### src/rtl/multicycle_control_pkg.sv
// Shared definitions for the multi-cycle RV32I controller: state encoding,
// opcodes, ALU operation codes and datapath mux selects.
package multicycle_control_pkg;

  typedef enum logic [3:0] {
    S_FETCH    = 4'd0,
    S_DECODE   = 4'd1,
    S_MEMADR   = 4'd2,
    S_MEMREAD  = 4'd3,
    S_MEMWB    = 4'd4,
    S_MEMWRITE = 4'd5,
    S_EXECR    = 4'd6,
    S_EXECI    = 4'd7,
    S_ALUWB    = 4'd8,
    S_BRANCH   = 4'd9,
    S_JAL      = 4'd10,
    S_FAULT    = 4'd11
  } state_t;

  localparam logic [6:0] OP_LW  = 7'b0000011;
  localparam logic [6:0] OP_SW  = 7'b0100011;
  localparam logic [6:0] OP_R   = 7'b0110011;
  localparam logic [6:0] OP_I   = 7'b0010011;
  localparam logic [6:0] OP_B   = 7'b1100011;
  localparam logic [6:0] OP_JAL = 7'b1101111;

  typedef enum logic [1:0] {
    ALUOP_ADD   = 2'b00,
    ALUOP_SUB   = 2'b01,
    ALUOP_FUNCT = 2'b10
  } alu_op_t;

  localparam logic [2:0] ALU_ADD = 3'b000;
  localparam logic [2:0] ALU_SUB = 3'b001;
  localparam logic [2:0] ALU_AND = 3'b010;
  localparam logic [2:0] ALU_OR  = 3'b011;
  localparam logic [2:0] ALU_SLT = 3'b101;

  localparam logic [1:0] RES_ALUOUT    = 2'b00;
  localparam logic [1:0] RES_DATA      = 2'b01;
  localparam logic [1:0] RES_ALURESULT = 2'b10;

  localparam logic [1:0] SRCA_PC    = 2'b00;
  localparam logic [1:0] SRCA_OLDPC = 2'b01;
  localparam logic [1:0] SRCA_RS1   = 2'b10;

  localparam logic [1:0] SRCB_RS2  = 2'b00;
  localparam logic [1:0] SRCB_IMM  = 2'b01;
  localparam logic [1:0] SRCB_FOUR = 2'b10;

  localparam logic [1:0] IMM_I = 2'b00;
  localparam logic [1:0] IMM_S = 2'b01;
  localparam logic [1:0] IMM_B = 2'b10;
  localparam logic [1:0] IMM_J = 2'b11;

  // Immediate format depends only on the opcode; loads and ALU-immediates share I.
  function automatic logic [1:0] imm_src_of(input logic [6:0] op);
    logic [1:0] imm;
    case (op)
      OP_SW:   imm = IMM_S;
      OP_B:    imm = IMM_B;
      OP_JAL:  imm = IMM_J;
      default: imm = IMM_I;
    endcase
    return imm;
  endfunction

endpackage

### src/rtl/multicycle_control_alu_decoder.sv
// ALU operation decoder: turns the FSM's ALUOp plus the instruction's funct
// fields into an ALUControl code, and flags funct3 values the ALU cannot do.
module alu_decoder
  import multicycle_control_pkg::*;
(
  input  alu_op_t    alu_op,
  input  logic [2:0] funct3,
  input  logic       funct7b5,
  input  logic       op5,
  output logic [2:0] alu_control,
  output logic       illegal
);

  // Combinational decode; op5 separates R-type (sub allowed) from addi.
  always_comb begin
    alu_control = ALU_ADD;
    illegal     = 1'b0;
    case (alu_op)
      ALUOP_ADD: alu_control = ALU_ADD;
      ALUOP_SUB: alu_control = ALU_SUB;
      ALUOP_FUNCT: begin
        case (funct3)
          3'b000:  alu_control = (op5 && funct7b5) ? ALU_SUB : ALU_ADD;
          3'b010:  alu_control = ALU_SLT;
          3'b110:  alu_control = ALU_OR;
          3'b111:  alu_control = ALU_AND;
          default: begin
            alu_control = ALU_ADD;
            illegal     = 1'b1;
          end
        endcase
      end
      default: alu_control = ALU_ADD;
    endcase
  end

endmodule

### src/rtl/multicycle_control.sv
// Main controller for the multi-cycle RV32I core. One shared ALU and one
// unified memory port; each instruction takes 3-5 states plus memory waits.
//
// Memory handshake: mem_req is high in every state that owns the memory port
// (FETCH, MEMREAD, MEMWRITE). An access completes in the cycle where
// mem_req && mem_ready; mem_ready is ignored whenever mem_req is low. The FSM
// holds its state (and all request/address outputs) until completion, or
// until the wait counter hits MEM_WAIT_MAX with mem_ready still low, in which
// case it moves to the sticky FAULT state without firing any write strobe.
module multicycle_control
  import multicycle_control_pkg::*;
#(
  parameter int MEM_WAIT_MAX = 15,
  parameter int CNT_W        = 4
)(
  input  logic       clk,
  input  logic       rst,
  input  logic [6:0] op,
  input  logic [2:0] funct3,
  input  logic       funct7b5,
  input  logic       zero,
  input  logic       mem_ready,
  output logic       mem_req,
  output logic       MemWrite,
  output logic       AdrSrc,
  output logic       IRWrite,
  output logic       PCWrite,
  output logic       RegWrite,
  output logic [1:0] ResultSrc,
  output logic [1:0] ALUSrcA,
  output logic [1:0] ALUSrcB,
  output logic [1:0] ImmSrc,
  output logic [2:0] ALUControl,
  output logic       fault,
  output logic [3:0] state_o
);

  localparam logic [CNT_W-1:0] WAIT_LIMIT = CNT_W'(MEM_WAIT_MAX);

  state_t           state;
  state_t           next_state;
  logic [CNT_W-1:0] wait_cnt;
  alu_op_t          alu_op;
  logic             funct_illegal;
  logic             timeout;
  logic             req_raw;
  logic             mem_write_raw;
  logic             ir_write_raw;
  logic             pc_write_raw;
  logic             reg_write_raw;

  alu_decoder u_alu_decoder (
    .alu_op      (alu_op),
    .funct3      (funct3),
    .funct7b5    (funct7b5),
    .op5         (op[5]),
    .alu_control (ALUControl),
    .illegal     (funct_illegal)
  );

  // Limit reached this cycle; only acted on while waiting on memory.
  assign timeout = (MEM_WAIT_MAX != 0) && (wait_cnt == WAIT_LIMIT);

  // Next-state and Moore output decode; the only input-dependent strobes are
  // the FETCH writes (mem_ready) and the branch PC write (zero).
  always_comb begin
    next_state    = state;
    alu_op        = ALUOP_ADD;
    req_raw       = 1'b0;
    mem_write_raw = 1'b0;
    ir_write_raw  = 1'b0;
    pc_write_raw  = 1'b0;
    reg_write_raw = 1'b0;
    AdrSrc        = 1'b0;
    ResultSrc     = RES_ALUOUT;
    ALUSrcA       = SRCA_PC;
    ALUSrcB       = SRCB_RS2;
    case (state)
      S_FETCH: begin
        ALUSrcB   = SRCB_FOUR;
        ResultSrc = RES_ALURESULT;
        req_raw   = 1'b1;
        if (mem_ready) begin
          ir_write_raw = 1'b1;
          pc_write_raw = 1'b1;
          next_state   = S_DECODE;
        end else if (timeout) begin
          next_state = S_FAULT;
        end
      end
      S_DECODE: begin
        ALUSrcA = SRCA_OLDPC;
        ALUSrcB = SRCB_IMM;
        case (op)
          OP_LW, OP_SW: next_state = S_MEMADR;
          OP_R:         next_state = S_EXECR;
          OP_I:         next_state = S_EXECI;
          OP_B:         next_state = S_BRANCH;
          OP_JAL:       next_state = S_JAL;
          default:      next_state = S_FAULT;
        endcase
      end
      S_MEMADR: begin
        ALUSrcA    = SRCA_RS1;
        ALUSrcB    = SRCB_IMM;
        next_state = (op == OP_LW) ? S_MEMREAD : S_MEMWRITE;
      end
      S_MEMREAD: begin
        AdrSrc  = 1'b1;
        req_raw = 1'b1;
        if (mem_ready)    next_state = S_MEMWB;
        else if (timeout) next_state = S_FAULT;
      end
      S_MEMWB: begin
        ResultSrc     = RES_DATA;
        reg_write_raw = 1'b1;
        next_state    = S_FETCH;
      end
      S_MEMWRITE: begin
        AdrSrc        = 1'b1;
        req_raw       = 1'b1;
        mem_write_raw = 1'b1;
        if (mem_ready)    next_state = S_FETCH;
        else if (timeout) next_state = S_FAULT;
      end
      S_EXECR: begin
        ALUSrcA    = SRCA_RS1;
        ALUSrcB    = SRCB_RS2;
        alu_op     = ALUOP_FUNCT;
        next_state = funct_illegal ? S_FAULT : S_ALUWB;
      end
      S_EXECI: begin
        ALUSrcA    = SRCA_RS1;
        ALUSrcB    = SRCB_IMM;
        alu_op     = ALUOP_FUNCT;
        next_state = funct_illegal ? S_FAULT : S_ALUWB;
      end
      S_ALUWB: begin
        reg_write_raw = 1'b1;
        next_state    = S_FETCH;
      end
      S_BRANCH: begin
        ALUSrcA = SRCA_RS1;
        ALUSrcB = SRCB_RS2;
        alu_op  = ALUOP_SUB;
        case (funct3)
          3'b000: begin
            pc_write_raw = zero;
            next_state   = S_FETCH;
          end
          3'b001: begin
            pc_write_raw = !zero;
            next_state   = S_FETCH;
          end
          default: next_state = S_FAULT;
        endcase
      end
      S_JAL: begin
        // Target was computed into ALUOut during DECODE; ALU now forms PC+4 link.
        ALUSrcA      = SRCA_OLDPC;
        ALUSrcB      = SRCB_FOUR;
        pc_write_raw = 1'b1;
        next_state   = S_ALUWB;
      end
      S_FAULT: next_state = S_FAULT;
      default: next_state = S_FAULT;
    endcase
  end

  // Strobes are forced low while reset is held so an aborted instruction
  // cannot write anything, even though the state already reads FETCH.
  assign mem_req  = rst & req_raw;
  assign MemWrite = rst & mem_write_raw;
  assign IRWrite  = rst & ir_write_raw;
  assign PCWrite  = rst & pc_write_raw;
  assign RegWrite = rst & reg_write_raw;
  assign ImmSrc   = imm_src_of(op);
  assign state_o  = state;

  // State register, per-access wait counter and sticky fault flag.
  always_ff @(posedge clk or negedge rst) begin
    if (!rst) begin
      state    <= S_FETCH;
      wait_cnt <= '0;
      fault    <= 1'b0;
    end else begin
      state <= next_state;
      fault <= (next_state == S_FAULT);
      if (next_state != state) begin
        wait_cnt <= '0;
      end else if (req_raw && !mem_ready && (wait_cnt != {CNT_W{1'b1}})) begin
        wait_cnt <= wait_cnt + 1'b1;
      end
    end
  end

endmodule
### config.mk
export PLATFORM = sky130hd
export DESIGN_NAME = multicycle_control
export DESIGN_NICKNAME = d
export VERILOG_FILES = /design/src/rtl/multicycle_control_pkg.sv /design/src/rtl/multicycle_control_alu_decoder.sv /design/src/rtl/multicycle_control.sv
export SDC_FILE = /design/constraint.sdc
export NUM_CORES = 1
export LEC_CHECK = 0
export CAP_MARGIN = 40
export CORE_MARGIN = 5
export CORE_UTILIZATION = 40
export CTS_CLUSTER_DIAMETER = 200
export DETAILED_ROUTE_END_ITERATION = 12
export GPL_TIMING_DRIVEN = 0
export HOLD_SLACK_MARGIN = 0.03
export PLACE_DENSITY = 0.75
export SKIP_LAST_GASP = 1
export SLEW_MARGIN = 0
export SYNTH_ARGS = -nofsm -noshare
export SYNTH_HDL_FRONTEND = slang
export SYNTH_SLANG_ARGS = --single-unit
### constraint.sdc
create_clock -name clk -period 6.43 [get_ports clk]
set_clock_uncertainty 0.1 [all_clocks]
set_input_delay 1.929 -clock clk [delete_from_list [all_inputs] [get_ports clk]]
set_output_delay 1.929 -clock clk [all_outputs]
set_load 0.02 [all_outputs]
==> metrics.txt, run 1 <==
status complete, no violations; Critical Path Fanout Max 10; Max Clock Freq 0.167 GHz; CP startpoint kind input port; Slew headroom 56.8%; I/O Buffers 36; delay-heaviest family, CP buffers and inverters; R2R setup slack ~3.3 ns; layout cells sized above 1 5.32%; LEAKAGE approximately 0.63 nW; post-synth top area share around a fifth; CP max-delay cell clkdlybuf4s50_1; nets ~210; reg-to-reg endpoint wait_cnt[3]; drt pass-1 iters 4; peak supply drop roughly 120 uV; fin. max-slew vios 0; global-route wire length before repair 5.71 mm; Iter 0 DRT Violations 37; Fin Setup TNS 0 ns; Worst-Margin Slew 0.646 ns; num rows 18; instance count on the critical path 7; CTS tree built; DRC violations left 0; min Tclk post-route 6.00 ns; distinct cell type count after synthesis 46; WL final 3.46 mm; reg2reg start state_o[0]; clk sinks 9; later-pin clock latency in the skew report 0.27 ns; crit path kind in -> out; GRT Residual Overflow 0; WHS Path Cells 2; Worst-path clk slew ~0.06 ns; cts bufs inserted 3; core area 2540 um2; Area contributors post-synth dfrtp_1 (21%), nor2_1 (5.9%), and3_1 (5.2%); number of global-route vias before repair 1236; async set-reset flop share out of synthesis 100%; placed instance area 1480 um2; PostCTS Resize Cnt 0; Worst Path Buf+Inv 4; top cells by count, synth nor2_1 (17), and3_1 (9), dfrtp_1 (9), inv_1 (9), o21ai_0 (9); register area share after synthesis between 20 and 25%; CTS H-Tree Depth 1; #FFs+latches synth 9; Arrival @ worst endpoint 3.97 ns; GRT Util Overall 17.0%; I/O pins 37; Die H 62.1 um; maxcap violations 0; Cells after Synth between 100 and 150; n_diodes 0; final hold violation count 0; Post-CTS Setup Bufs 0; worst hold path class reg -> reg; Ys Warns 0; Hold EP wait_cnt[3]; GPL Wtd Cong 0.936; period utilisation layout 93.4%; WP data required 4.40 ns; Vias 1312; CP Cell Sequence clkdlybuf4s50_1 -> clkbuf_1 -> inv_1 -> o31ai_1 -> a22o_1 -> and3_1 -> clkdlybuf4s50_1; worst r2r path cells 9; Root Driver clkbuf_4; routed vias/inst 6.02; Post-Synthesis Net Count between 150 and 200; Area Growth Syn to Fin 39.1%; initial antenna violation count 0; most area-hungry cell type in the Yosys netlist dfrtp_1; Post-CTS Hold Fix Bufs 0; Post-synth EDFFs 0; chip width 62.1 um; DIE AREA 3860 um2; CTS Buffer Depth 2; Top FF cell, synth dfrtp_1; most used cell along the critical path clkdlybuf4s50_1; hold_sp wait_cnt[3]; routed len/inst 15.8 um; Tot Pwr 0.123 mW; Initial Utilization between 40% and 50%; largest net degree at the start of global routing 15; Final ANT Viol Nets 0; post-route cell area 1510 um2; Worst setup EP type output pin; final-report setup violation count 0; CP max stage delay 0.60 ns; Post-DP HPWL 2.67 mm; pwr dens 81.2 nW/um2; mapped cell area 1090 um2; most frequent cell after synthesis nor2_1; RSZ-0062 raised after global routing no; Avg Cell Area, Syn 7.34 um2
flip-flops by register name (all words and copies together) (netlist names):
register and flops:
wait_cnt 4, fault 1, state_o 4
routing by layer:
| layer | part of all wire (%) | GRT usage, % | vias up |
|---|---|---|---|
| met5 | 0 | 0 | - |
| met1 | 44 | 22.4 | 614 |
| li1 | - | - | 633 |
| met2 | 48 | 28.0 | 61 |
| met3 | 7.6 | 4.32 | 4 |
| met4 | 0.29 | 3.25 | 0 |
stage by stage:
step                      std cells  setup WS, ns  utilization [%]  hold slack [ns]
after global placement          214         0.456             58.3            0.446
final                           218         0.427             59.3            0.477
after CTS                       218         0.445             59.3            0.467
after detailed placement        214         0.447             58.3            0.460
after global routing            218         0.296             59.3            0.504
after floorplan                 148          1.57                -            0.422
final cells by class:
cell class                 count  area, um2
inverter                       9       33.8
sequential                     9        225
tap                           30       37.5
timing repair buffer          36        360
multi-input combinational    120        774
clock buffer                   4       26.3
buffer                        10       52.6
fill                         271       1030
tightest hold or removal path, delay by kind of cell, from the launching register on:
| kind | cells | cell delay (ns) |
|---|---|---|
| flops | 1 | 0.37 |
| xor+xnor | 1 | 0.12 |
| simple gates | 1 | 0.05 |
layout by cell type (no fill, tap or decap), types with 3 or more instances in the layout:
master / count
clkdlybuf4s50_1: 36
nor2_1: 17
inv_1: 9
and3_1: 9
o21ai_0: 9
dfrtp_1: 9
a21oi_1: 8
nand2_1: 7
nor3_1: 6
a31oi_1: 6
nand3_1: 5
clkbuf_1: 4
nand2b_1: 4
xnor2_1: 4
buf_2: 3
nor2b_1: 3
nor4_1: 3
mux2i_1: 3
a41oi_1: 3
xor2_1: 3
ha_1: 3
clkbuf_4: 3
power breakdown:
part / total, mW / internal, mW / switching [mW]
sequential: 0.0566 / 0.0566 / 0
clock: 0.0453 / 0.0240 / 0.0213
combinational: 0.0208 / 0.0110 / 0.00978
total: 0.123 / 0.0916 / 0.0310
worst max path at each step:
| stage | from | to | slack [ns] |
|---|---|---|---|
| 6_report | mem_ready | PCWrite | 0.43 |
| 5_1_grt | mem_ready | PCWrite | 0.30 |
| 4_1_cts | mem_ready | PCWrite | 0.45 |
| 3_5_place_dp | mem_ready | PCWrite | 0.45 |
| 3_3_place_gp | mem_ready | PCWrite | 0.46 |
| 2_1_floorplan | mem_ready | PCWrite | 1.57 |
logic make-up (layout without fill, tap and decap cells):
group / after synthesis / count (layout) / synth area share (%)
DFF: 9 / 9 / 20.7
AOI/OAI and AO/OA: 43 / 43 / 26.6
buffers and inverters: 19 / 59 / 7.95
muxes: 3 / 3 / 2.77
xor gates and xnor gates: 8 / 8 / 7.14
adders and majority gates: 3 / 3 / 3.46
and+or+nand+nor: 63 / 63 / 31.3
No activity file was read; power rests on OpenSTA's default activity.
==> inputs of run 2 (changes only) <==
- CORE_UTILIZATION: 40 -> 49
- PLACE_DENSITY: 0.75 -> 0.88
==> metrics.txt, run 2 (synthesis results as in run 1) <==
Die H 57.1 um; Worst-path clk slew 0.06 ns; cts bufs inserted 3; DRC violations left 0; clk sinks 9; CP max stage delay approximately 0.60 ns; initial antenna violation count 0; Final Core Density 69.6%; NetSw 0.0297 mW; Int Power 0.0905 mW; DR WL met3 285 um; pwr dens 79.7 nW/um2; Worst Path Buf+Inv 4; CTS Buffer Depth 2; GRT Util Overall between 10% and 20%; most used cell along the critical path clkdlybuf4s50_1; worst hold path class reg -> reg; Post-CTS Hold Fix Bufs 0; global-route wire length before repair 5.02 mm; final-report setup violation count 0; sw frac roughly 25%; Vias 1276; final hold violation count 0; routed vias/inst 5.91; CP Cell Sequence clkdlybuf4s50_1 -> clkbuf_1 -> inv_1 -> o31ai_1 -> a22o_1 -> and3_1 -> clkdlybuf4s50_1; CTS H-Tree Depth 1; combinational power share 16.9%; largest net degree at the start of global routing 15; WP data required 4.40 ns; I/O Buffers 36; RSZ-0062 raised after global routing no; Post-DP HPWL 2.54 mm; I/O pins 37; power share of the clock group 36.0%; Iter 0 DRT Violations 48; Worst setup EP type output pin; GPL Wtd Cong 0.982; PostCTS Resize Cnt 0; status complete, no violations; post-route cell area 1510 um2; period utilisation layout 93.3%; later-pin clock latency in the skew report 0.26 ns; met2 wire length 1.56 mm; min Tclk post-route 6.00 ns; Root Driver clkbuf_4; crit path kind in -> out; core area around 2200 um2; CTS tree built; drt pass-1 iters 4; Max Clock Freq approximately 0.17 GHz; Arrival @ worst endpoint around 4 ns; placed instance area ~1500 um2; LEAKAGE 0.629 nW; WL final 3.13 mm; num rows 17; number of global-route vias before repair roughly 1100; Initial Utilization 50.1%; chip width 57.1 um; CP startpoint kind input port; most frequent cells in the layout clkdlybuf4s50_1 (36), nor2_1 (17); routed length on met1 1.28 mm; Slew headroom 59.5%; DIE AREA ~3300 um2; Critical Path Fanout Max 10; Post-CTS Setup Bufs 0; delay-heaviest family, CP buffers and inverters; Fin Setup TNS 0 ns; layout cells sized above 1 5.85%; GRT Residual Overflow 0; nets 207; fin. max-slew vios 0; peak supply drop 159 uV; Final ANT Viol Nets 0; most common cell after layout, fill and taps aside clkdlybuf4s50_1; maxcap violations 0; n_diodes 0; Seq pwr share 47.1%; Worst-Margin Slew 0.606 ns; CP max-delay cell clkdlybuf4s50_1; routed len/inst ~15 um; Top Metal Used met4; Area Growth Syn to Fin 38.9%
[run 2: worst min-delay path: cells and delay by family, from the launching register on]
kind	cells	cell delay, ns
and+or+nand+nor	1	0.05
xor gates and xnor gates	1	0.12
DFF	1	0.36
[run 2: worst paths after layout]
kind	from	endpoint	cells after the start	slack, ns
min in group asynchronous	rst	wait_cnt[0]	1	1.91
worst max register to register	state_o[0]	wait_cnt[2]	9	3.37
worst max-delay path	mem_ready	PCWrite	7	0.43
worst min-delay path	wait_cnt[3]	wait_cnt[3]	2	0.46
worst min register to register	wait_cnt[3]	wait_cnt[3]	2	0.46
max in group asynchronous	rst	wait_cnt[2]	1	3.96
[run 2: cell type report]
type                    count  area (um2)
clock buffers               3        22.5
clock inverters             1        5.00
flip-flops and latches      9         225
fillers                   186         661
well taps                  28        35.0
inverters                   9        33.8
multi-input cells         120         774
repair buffers             36         360
plain buffers              10        52.6
[run 2: power by group through the flow]
stage          logic, mW  registers, mW  clock network (mW)
3_5_place_dp      0.0202         0.0577                   0
6_report          0.0203         0.0566              0.0433
2_1_floorplan    0.00628         0.0577                   0
4_1_cts           0.0203         0.0566              0.0443
3_3_place_gp      0.0194         0.0577                   0
5_1_grt           0.0221         0.0566              0.0477
[run 2: metrics by stage]
step           total power, mW  setup WS, ns  hold WS, ns  cells
5_1_grt                  0.126         0.324        0.478    216
3_3_place_gp            0.0770         0.486        0.445    212
4_1_cts                  0.121         0.446        0.466    216
2_1_floorplan           0.0640          1.57        0.422    148
3_5_place_dp            0.0779         0.446        0.455    212
6_report                 0.120         0.432        0.462    216
[run 2: per-layer routing]
metal / track usage [%] / vias to the layer above
met5: 0 / -
met4: 1.99 / 0
met3: 4.98 / 4
met2: 35.1 / 71
met1: 22.7 / 570
li1: - / 631
==> inputs of run 3 (changes only) <==
- MAX_ROUTING_LAYER: not set -> met4
==> metrics.txt, run 3 (synthesis results as in run 1) <==
WL final between 3 and 4 mm; Final Core Density 69.5%; Worst-Margin Slew 0.673 ns; maxcap violations 0; chip width 57.1 um; I/O Buffers 36; CP max stage delay 0.61 ns; GPL Wtd Cong 0.923; nets about 210; Worst setup EP type output pin; pwr dens ~80 nW/um2; worst hold path class reg -> reg; Final ANT Viol Nets 0; global-route wire length before repair 5.53 mm; Vias 1321; GRT Util Overall between 20% and 30%; placed cells 212; Arrival @ worst endpoint slightly above 4 ns; CTS tree built; Tot Pwr between 0.1 and 0.15 mW; later-pin clock latency in the skew report roughly 0.26 ns; crit path kind in -> out; Finished Layout Cells 216; WP data required 4.40 ns; number of global-route vias before repair 1236; CTS Buffer Depth 2; most common cell after layout, fill and taps aside clkdlybuf4s50_1; Iter 0 DRT Violations 63; initial antenna violation count 0; Post-CTS Hold Fix Bufs 0; I/O pins 37; peak supply drop 91.8 uV; layout cells sized above 1 5.32%; Slew headroom between 50 and 60%; CP max-delay cell clkdlybuf4s50_1; PostCTS Resize Cnt 0; cts bufs inserted 3; routed len/inst 15.4 um; Area Growth Syn to Fin 38.8%; period utilisation layout 94.2%; Initial Utilization ~50%; routed vias/inst 6.12; num rows 17; most frequent cells in the layout clkdlybuf4s50_1 (36), nor2_1 (17); CP Cell Sequence clkdlybuf4s50_1 -> clkbuf_1 -> inv_1 -> o31ai_1 -> a22o_1 -> and3_1 -> clkdlybuf4s50_1; Die H 57.1 um; Post-CTS Setup Bufs 0; Critical Path Fanout Max 10; drt pass-1 iters 5; largest net degree at the start of global routing 15; LEAKAGE 0.626 nW; Worst-path clk slew around 0.05 ns; DRC violations left 0; final hold violation count 0; n_diodes 0; status complete, no violations; CP startpoint kind input port; RSZ-0062 raised after global routing no; clk sinks 9; Max Clock Freq 0.165 GHz; Fin Setup TNS 0 ns; post-route cell area 1510 um2; Root Driver clkbuf_4; placed instance area about 1500 um2; DIE AREA around 3300 um2; Post-DP HPWL ~2.6 mm; min Tclk post-route 6.06 ns; CTS H-Tree Depth 1; most used cell along the critical path clkdlybuf4s50_1; GRT Residual Overflow 0; fin. max-slew vios 0; final-report setup violation count 0; core area 2170 um2; # fillers approximately 190
-- run 3: cell types whose count changed in the layout (fill, tap and decap cells not counted) --
cell / delta
clkinv_2: -1
clkbuf_1: +1
-- run 3: layout make-up --
class                      instances  area [um2]  share of cell area, %
tap                               28        35.0                   2.32
inverter                           9        33.8                   2.24
sequential                         9         225                   14.9
clock buffer                       4        26.3                   1.74
multi-input combinational        120         774                   51.4
timing repair buffer              36         360                   23.9
buffer                            10        52.6                   3.49
-- run 3: worst paths after layout --
| kind | endpoint | slack, ns | start | cells past startpoint |
|---|---|---|---|---|
| max in group asynchronous | wait_cnt[1] | 3.90 | rst | 1 |
| min | wait_cnt[3] | 0.48 | wait_cnt[3] | 2 |
| min reg2reg | wait_cnt[3] | 0.48 | wait_cnt[3] | 2 |
| max reg2reg | wait_cnt[2] | 3.33 | state_o[0] | 9 |
| min in group asynchronous | wait_cnt[0] | 1.94 | rst | 1 |
| max | PCWrite | 0.37 | mem_ready | 7 |
-- run 3: per-stage QoR --
stage / hold WS, ns / setup WS, ns
final: 0.484 / 0.371
after global routing: 0.486 / 0.213
after CTS: 0.478 / 0.393
after detailed placement: 0.463 / 0.395
after global placement: 0.444 / 0.462
after floorplan: 0.422 / 1.57
-- run 3: routing by layer --
| layer | part of all wire [%] | track usage (%) |
|---|---|---|
| met1 | 43 | 26.7 |
| met4 | 0.87 | 4.97 |
| met3 | 6.8 | 3.17 |
| met2 | 49 | 36.2 |
| met5 | 0 | - |
-- run 3: critical path, delay by kind of cell --
kind                   cells  cell delay, ns
and+or+nand+nor            1            0.16
AOI/OAI and AO/OA          2            0.41
buffers and inverters      4            1.54
-- run 3: power by group --
part           switching, mW  internal [mW]  leakage [nW]  total, mW
sequential                 0         0.0566         0.105     0.0566
combinational        0.00973         0.0110         0.507     0.0207
clock                 0.0191         0.0239        0.0150     0.0430
